File: config.mk
export PLATFORM = sky130hd
export DESIGN_NAME = spi_ram_burst_flat
export DESIGN_NICKNAME = d
export VERILOG_FILES = /design/src/rtl/spi_ram_pkg.sv /design/src/rtl/spi_ram_burst_if.sv /design/src/rtl/spi_ram_array.sv /design/src/rtl/spi_ram_burst.sv /design/src/flat_wrapper.sv
export SDC_FILE = /design/constraint.sdc
export NUM_CORES = 2
export LEC_CHECK = 0
export BUFFER_PORTS_ARGS = -buffer_cell sky130_fd_sc_hd__buf_2
export CORE_MARGIN = 4
export CORE_UTILIZATION = 50
export DETAILED_ROUTE_END_ITERATION = 12
export PLACE_DENSITY = 0.74
export SETUP_SLACK_MARGIN = 0.3
export SLEW_MARGIN = 20
export SYNTH_ARGS = -nofsm -noshare
export SYNTH_HDL_FRONTEND = slang
export SYNTH_SLANG_ARGS = --single-unit
export TNS_END_PERCENT = 1
File: constraint.sdc
create_clock -name clk -period 4.05 [get_ports clk]
set_input_delay 0.405 -clock clk [delete_from_list [all_inputs] [get_ports clk]]
set_output_delay 0.405 -clock clk [all_outputs]
set_load 0.05 [all_outputs]
File: src/rtl/spi_ram_pkg.sv
// Shared command encoding for the burst-capable SPI RAM slave.
package spi_ram_pkg;

    typedef logic [1:0] spi_cmd_t;

    localparam spi_cmd_t CMD_SET_WADDR = 2'b00;
    localparam spi_cmd_t CMD_WRITE     = 2'b01;
    localparam spi_cmd_t CMD_SET_RADDR = 2'b10;
    localparam spi_cmd_t CMD_READ      = 2'b11;

endpackage

File: src/rtl/spi_ram_burst_if.sv
// Link between the SPI slave shift logic and the RAM command decoder.
interface spi_ram_burst_if #(
    parameter int DATA_W = 8,
    parameter int ADDR_W = 8
) ();

    logic [DATA_W+1:0] din;
    logic              rx_valid;
    logic [DATA_W-1:0] dout;
    logic              tx_valid;
    logic [ADDR_W-1:0] wr_ptr;
    logic [ADDR_W-1:0] rd_ptr;
    logic              wrap;

    modport master (
        output din, rx_valid,
        input  dout, tx_valid, wr_ptr, rd_ptr, wrap
    );

    modport slave (
        input  din, rx_valid,
        output dout, tx_valid, wr_ptr, rd_ptr, wrap
    );

endinterface

File: src/rtl/spi_ram_array.sv
// Simple dual-port storage: one synchronous write port, one registered read port.
module spi_ram_array #(
    parameter int DATA_W = 8,
    parameter int ADDR_W = 8
) (
    input  logic              clk,
    input  logic              i_we,
    input  logic [ADDR_W-1:0] i_waddr,
    input  logic [DATA_W-1:0] i_wdata,
    input  logic              i_re,
    input  logic [ADDR_W-1:0] i_raddr,
    output logic [DATA_W-1:0] o_rdata
);

    logic [DATA_W-1:0] r_mem [2**ADDR_W];

    // Left unreset so synthesis maps it onto block RAM; o_rdata is the read stage register.
    always_ff @(posedge clk) begin
        if (i_we) begin
            r_mem[i_waddr] <= i_wdata;
        end
        if (i_re) begin
            o_rdata <= r_mem[i_raddr];
        end
    end

endmodule

File: src/rtl/spi_ram_burst.sv
// Command-decoded RAM slave with independent write/read pointers and optional burst increment.
module spi_ram_burst
    import spi_ram_pkg::*;
#(
    parameter int DATA_W   = 8,
    parameter int ADDR_W   = 8,
    parameter bit AUTO_INC = 1'b1
) (
    input logic            clk,
    input logic            rst_n,
    spi_ram_burst_if.slave bus
);

    localparam logic [ADDR_W-1:0] MAX_ADDR = '1;

    spi_cmd_t          w_cmd;
    logic [DATA_W-1:0] w_payload;
    logic [ADDR_W-1:0] w_addr;
    logic              w_we;
    logic              w_re;
    logic [DATA_W-1:0] w_rd_data;

    logic [ADDR_W-1:0] r_wr_ptr;
    logic [ADDR_W-1:0] r_rd_ptr;
    logic              r_wrap;
    logic              r_rd_pend;
    logic              r_tx_valid;
    logic [DATA_W-1:0] r_dout;

    assign w_cmd     = spi_cmd_t'(bus.din[DATA_W+1:DATA_W]);
    assign w_payload = bus.din[DATA_W-1:0];
    assign w_addr    = w_payload[ADDR_W-1:0];
    assign w_we      = bus.rx_valid && (w_cmd == CMD_WRITE);
    assign w_re      = bus.rx_valid && (w_cmd == CMD_READ);

    spi_ram_array #(
        .DATA_W (DATA_W),
        .ADDR_W (ADDR_W)
    ) u_array (
        .clk     (clk),
        .i_we    (w_we),
        .i_waddr (r_wr_ptr),
        .i_wdata (w_payload),
        .i_re    (w_re),
        .i_raddr (r_rd_ptr),
        .o_rdata (w_rd_data)
    );

    always_ff @(posedge clk or negedge rst_n) begin
        if (!rst_n) begin
            r_wr_ptr   <= '0;
            r_rd_ptr   <= '0;
            r_wrap     <= 1'b0;
            r_rd_pend  <= 1'b0;
            r_tx_valid <= 1'b0;
            r_dout     <= '0;
        end else begin
            r_wrap <= 1'b0;

            // Stage 1 -> stage 2: array output is presented one edge after the READ.
            r_rd_pend  <= w_re;
            r_tx_valid <= r_rd_pend;
            if (r_rd_pend) begin
                r_dout <= w_rd_data;
            end

            if (bus.rx_valid) begin
                case (w_cmd)
                    CMD_SET_WADDR: r_wr_ptr <= w_addr;
                    CMD_WRITE: begin
                        if (AUTO_INC) begin
                            r_wr_ptr <= r_wr_ptr + 1'b1;
                            if (r_wr_ptr == MAX_ADDR) begin
                                r_wrap <= 1'b1;
                            end
                        end
                    end
                    CMD_SET_RADDR: r_rd_ptr <= w_addr;
                    CMD_READ: begin
                        if (AUTO_INC) begin
                            r_rd_ptr <= r_rd_ptr + 1'b1;
                            if (r_rd_ptr == MAX_ADDR) begin
                                r_wrap <= 1'b1;
                            end
                        end
                    end
                    default: ;
                endcase
            end
        end
    end

    assign bus.dout     = r_dout;
    assign bus.tx_valid = r_tx_valid;
    assign bus.wr_ptr   = r_wr_ptr;
    assign bus.rd_ptr   = r_rd_ptr;
    assign bus.wrap     = r_wrap;

endmodule
File: src/flat_wrapper.sv
// flat-port wrapper written by rule: the top's interface ports become plain ports
module spi_ram_burst_flat import spi_ram_pkg::*;
#(
    parameter int DATA_W   = 8,
    parameter int ADDR_W   = 8,
    parameter bit AUTO_INC = 1'b1
)
  (clk, rst_n, bus_din, bus_rx_valid, bus_dout, bus_tx_valid, bus_wr_ptr, bus_rd_ptr, bus_wrap);
  spi_ram_burst_if #(.DATA_W(DATA_W), .ADDR_W(ADDR_W)) bus_i ();
  input logic clk;
  input logic rst_n;
  input wire logic [$bits(bus_i.din)-1:0] bus_din;
  input wire logic [$bits(bus_i.rx_valid)-1:0] bus_rx_valid;
  output wire logic [$bits(bus_i.dout)-1:0] bus_dout;
  output wire logic [$bits(bus_i.tx_valid)-1:0] bus_tx_valid;
  output wire logic [$bits(bus_i.wr_ptr)-1:0] bus_wr_ptr;
  output wire logic [$bits(bus_i.rd_ptr)-1:0] bus_rd_ptr;
  output wire logic [$bits(bus_i.wrap)-1:0] bus_wrap;
  assign bus_i.din = bus_din;
  assign bus_i.rx_valid = bus_rx_valid;
  assign bus_dout = bus_i.dout;
  assign bus_tx_valid = bus_i.tx_valid;
  assign bus_wr_ptr = bus_i.wr_ptr;
  assign bus_rd_ptr = bus_i.rd_ptr;
  assign bus_wrap = bus_i.wrap;
  spi_ram_burst #(.DATA_W(DATA_W), .ADDR_W(ADDR_W), .AUTO_INC(AUTO_INC)) u_core (.clk(clk), .rst_n(rst_n), .bus(bus_i));
endmodule
# Yosys cells after proc, flatten, opt, wreduce, memory -nomap -nowiden
# Memories as Yosys holds them, arrays and structs flattened. A register that Yosys moved wholly into a read port is not among the register bits.
# Cells that the tools add are included.
# Widths: inputs -> output; s select.
[op_classes]
addsub = 2
mul = 0
div_mod_pow = 0
n_lt_le_gt_ge = 0
n_eq_ne = 5
n_shift = 0
muxes = 8
bitwise_logic = 0
n_reduce_logical = 7
[op_table]
columns = ["cell", "count"]
rows = [
  ["$pmux 8 s2", 2],
  ["$add 8x1->8 const B", 2],
  ["$eq 8x8->1 const B", 2],
  ["$mux 1", 5],
  ["$eq 2x2->1 const B", 2],
  ["$reduce_and 2->1", 2],
  ["$reduce_bool 2->1", 2],
  ["$eq 2x1->1 const B", 1],
  ["$logic_and 1x1->1", 2],
  ["$logic_not 2->1", 1],
  ["$pmux 1 s2", 1],
]
[totals]
ff_bits = 27
latch_bits = 0
ramBits = 2048
rom_bits = 0
input_bits = 13
output_inout_bits = 26
wordCells = 29
n_memories = 1
[mem_list]
columns = ["memory", "depth", "word_bits", "rd", "rd_clocked_by_memory_dff", "write_ports", "line_no", "source"]
rows = [
  ["u_core.u_array.r_mem", 256, 8, 1, 1, 1, "spi_ram_array.sv:15", "logic [DATA_W-1:0] r_mem [2**ADDR_W];"],
]

# Depth between registers and ports, before layout
[depth]
depth_word = 4
mapped_depth = 12
depth_no_buf = 7

# Hierarchy
# A second synthesis with hierarchy kept.
[unflattened]
cells_unflattened = 3875
area_unflattened_um2 = 81075.3
[by_module_without_submodules]
columns = ["mod", "n_inst", "cells_per_inst", "area_each_um2", "seq_area_each_um2"]
rows = [
  ["spi_ram_array", 1, 3733, 79636.4, 61739.2],
  ["spi_ram_burst", 1, 142, 1438.9, 675.6],
]

# Least setup slack after synthesis
# Ideal clock, no wire load.
[synth_timing]
kind = "register to register"
startpoint = "register u_core.r_rd_ptr[1], in the netlist u_core.bus.rd_ptr[1]"
endpoint = "register u_core.u_array.o_rdata[7] (read register of u_core.u_array.r_mem), data pin"
setup_ns = 0.270
arrival_ns = 2.778
t_required_ns = 3.780
path_slack_ns = 1.002
stages_incl_launch_ff = 9
synth_period_minus_slack_ns = 3.048
path_cell_list = "dfrtp_1 buf_2 buf_4 buf_2 clkbuf_1 mux4_2 mux4_2 a311oi_1 o32ai_1"
[synth_rtl]
columns = ["element", "line_no", "source"]
rows = [
  ["start: declaration", "spi_ram_burst.sv:24", "logic [ADDR_W-1:0] r_rd_ptr;"],
  ["start signal: assignment", "spi_ram_burst.sv:78", "CMD_SET_RADDR: r_rd_ptr <= w_addr;"],
  ["start signal: assignment", "spi_ram_burst.sv:81", "r_rd_ptr <= r_rd_ptr + 1'b1;"],
  ["end: declaration", "spi_ram_array.sv:12", "output logic [DATA_W-1:0] o_rdata"],
]

==> flow_metrics.tcl <==
set metrics [dict create \
    outcome "completed" \
    crit_fanout 29 \
    synthesis.instances 3852 \
    antenna_left 0 \
    slew_violations 0 \
    drt-initial-drc-count 7044 \
    worstMarginPinSlew_ns 1.18 \
    syn_area_um2 81300 \
    path_class "flip-flop to flip-flop" \
    fin_crit_sh_pct 89.4 \
    grt_usage_pct 25.3 \
    die_h_um 411 \
    synth.yosys.seq_area_share_pct 76.8 \
    hold_start "bus_din[6]" \
    initial_utilization_pct 50.4 \
    hold_path_depth 2 \
    antenna_found_initial 8 \
    gp_congestion 0.899 \
    worstReg2RegEnd "u_core.u_array.o_rdata[0]" \
    r2r_cells 9 \
    critPathRequiredTime_ns 4.64 \
    drive_gt1_share_pct 26.8 \
    hpwl_um 131000 \
    grt-ovfl-total 0 \
    dieArea_um2 169000 \
    whs_endpoint "u_core.u_array.r_mem[207][6]" \
    core_area_um2 161000 \
    cts_tree "built" \
    drcViolationCount 0 \
    yosys.cell_count.top_type "edfxtp_1" \
    placed_cell_area_um2 85600 \
    nets 4174 \
    clkLatencyLatePin_ns 0.85 \
    rsz0062_at_grt "no" \
    ios 39 \
    p_per_area_nw_per_um2 552 \
    fmax_mhz 276 \
    cts_max_path_buffers 3 \
    wirelength_um 213000 \
    clk_pin_slew_ns 0.07 \
    slew_headroom_pct 20.2 \
    fp.dieW_um 411 \
    synth_area_leaders "edfxtp_1 (76%), mux4_2 (14%), mux2i_1 (2.1%), nor2_1 (1.4%), dfrtp_1 (0.83%)" \
    vias_per_cell 6.54 \
    cts_max_level 4 \
    yosysTopAreaCell "edfxtp_1" \
    irDropWorstVdd_v 0.000559 \
    final.min_clock_period_ns 3.62 \
    finalClockSkew_ns 0.0638 \
    grt_pass1_wl_um 306000 \
    ys.flop_type "edfxtp_1" \
    synth.top_cell.area_share_pct 76.0 \
    root_buffer "clkbuf_16" \
    grt_pass1_vias 41600 \
    hold_viol_final 0 \
    critPathLaunch "u_core.bus.rd_ptr[0]" \
    ys.warnings.count 0 \
    regToRegSetupSlack_ns 0.43 \
    worstReg2RegStart "u_core.bus.rd_ptr[0]" \
    synth-seq-cells 2083 \
    syn_area_per_cell_um2 21.1 \
    setup_violations 0 \
    synth_edf_count 2056 \
    netlist-cell-type-count 61 \
    rows 147 \
    final_area_um2 92000 \
    synth_nets 3870 \
    cts_made_buffers 199 \
    finish.utilization_pct 57.1 \
    p_leak_nw 28.8 \
    numClockSinks 2083 \
    drtPass1Iterations 6 \
    hp-class "primary input to flip-flop" \
    arrival_ns 4.21 \
    grt_max_degree 159 \
    critPathCaptureType "flip-flop" \
    async_flop_share_pct 1.30 \
    finalSetupTns_ns 0 \
    ctsResizeCount 0 \
    cp-start-kind "flip-flop" \
    io_buffers 38 \
    avgRoutedWirePerCell_um 32.8 \
    drv_cap 0 \
    synthTopCellsByCount "edfxtp_1 (2056), mux4_2 (500), nor2_1 (299)" \
    route.vias.total 42500 \
    syn_to_final_growth_pct 13.2 \
]
[worst max-delay path by stage]
stage | slack, ns | cells after the start | to
CTS | 0.49 | 9 | u_core.u_array.o_rdata[3]
global route | 0.31 | 9 | u_core.u_array.o_rdata[0]
detailed placement | 0.56 | 9 | u_core.u_array.o_rdata[3]
finish | 0.43 | 9 | u_core.u_array.o_rdata[0]
floorplan | 1.00 | 8 | u_core.u_array.o_rdata[7]
global placement | 0.57 | 9 | u_core.u_array.o_rdata[1]
[cell families (layout without fill, tap and decap cells)]
kind of cell    after synthesis  after routing  share of synthesized area (%)
buf+inv                     251            727                           1.73
fa+ha+maj                     5              5                         0.0770
other cells                   0              7                              0
simple gates                508            508                           2.58
mux                         676            676                           16.0
compound gates              329            329                           2.77
flops                      2083           2083                           76.8
[state kept, by name, summed over array words and instances, names as in the netlist]
register	flops
u_core.r_rd_pend	1
u_core.bus.wr_ptr	8
u_core.bus.wrap	1
u_core.bus.dout	8
u_core.u_array.o_rdata	8
u_core.bus.tx_valid	1
u_core.u_array.r_mem	2048
u_core.bus.rd_ptr	8
[worst max-delay path, cell delays in order (launching register included)]
cell and delay (ns):
dfrtp_4 0.62, buf_12 0.30, buf_12 0.26, mux4_2 0.52, a22oi_1 0.36, nand3_1 0.39, a2111oi_0 0.53, nor2_1 0.10
o21ai_1 0.15, nand3_1 0.10
[cell usage in the layout (no fill, tap or decap), types with 9 or more instances in the layout]
cell and n:
clkinv_2 47, dfrtp_1 22, nand2_1 117, mux4_2 500, nand4_1 9, buf_4 269, nor2_1 290, clkinv_1 56
mux2i_1 167, a22o_1 9, a22oi_1 35, clkbuf_16 201, nand3_1 36, mux2_2 9, bufinv_16 15, o221ai_1 24
edfxtp_1 2056, a21oi_1 76, o21ai_0 49, nor2b_1 11, a31oi_1 16, a211oi_1 12, buf_12 34, clkbuf_1 36
o22ai_1 20, a221oi_1 35, buf_2 30
[stage by stage]
stage                     setup WS (ns)  std cells  hold slack (ns)  power (mW)
after CTS                         0.492       6488            0.107        50.8
final                             0.429       6495            0.169        50.8
after global routing              0.312       6489            0.155        52.2
after global placement            0.568       6111            0.460        32.9
after floorplan                    1.00       3852            0.109        29.6
after detailed placement          0.557       6111            0.468        33.0
[routing by layer]
metal | GRT usage [%] | up-vias | part of all wire [%]
li1 | - | 16700 | -
met1 | 35.2 | 22000 | 36
met2 | 38.4 | 3263 | 47
met3 | 7.47 | 481 | 13
met4 | 8.95 | 4 | 4.0
met5 | 0 | - | 0.011
[power breakdown]
group / internal, mW / switching [mW]
clock network: 10.1 / 7.97
registers: 23.8 / 0.212
logic: 3.50 / 5.25
total: 37.4 / 13.4
[what timing repair did]
action,CTS,global route
hold buffers,4,0
buffers inserted,0,0
hold endpoints to repair,30,0
[area by class of cell]
| type | instances | area (um2) |
|---|---|---|
| diodes | 7 | 17.5 |
| clock buffers | 237 | 5160 |
| clock inverters | 136 | 1160 |
| fillers | 11400 | 69100 |
| inverters | 9 | 38.8 |
| multi-input cells | 1518 | 17500 |
| flip-flops and latches | 2083 | 62400 |
| well taps | 2160 | 2700 |
| repair buffers | 345 | 3000 |
No activity file was read; power rests on OpenSTA's default activity.
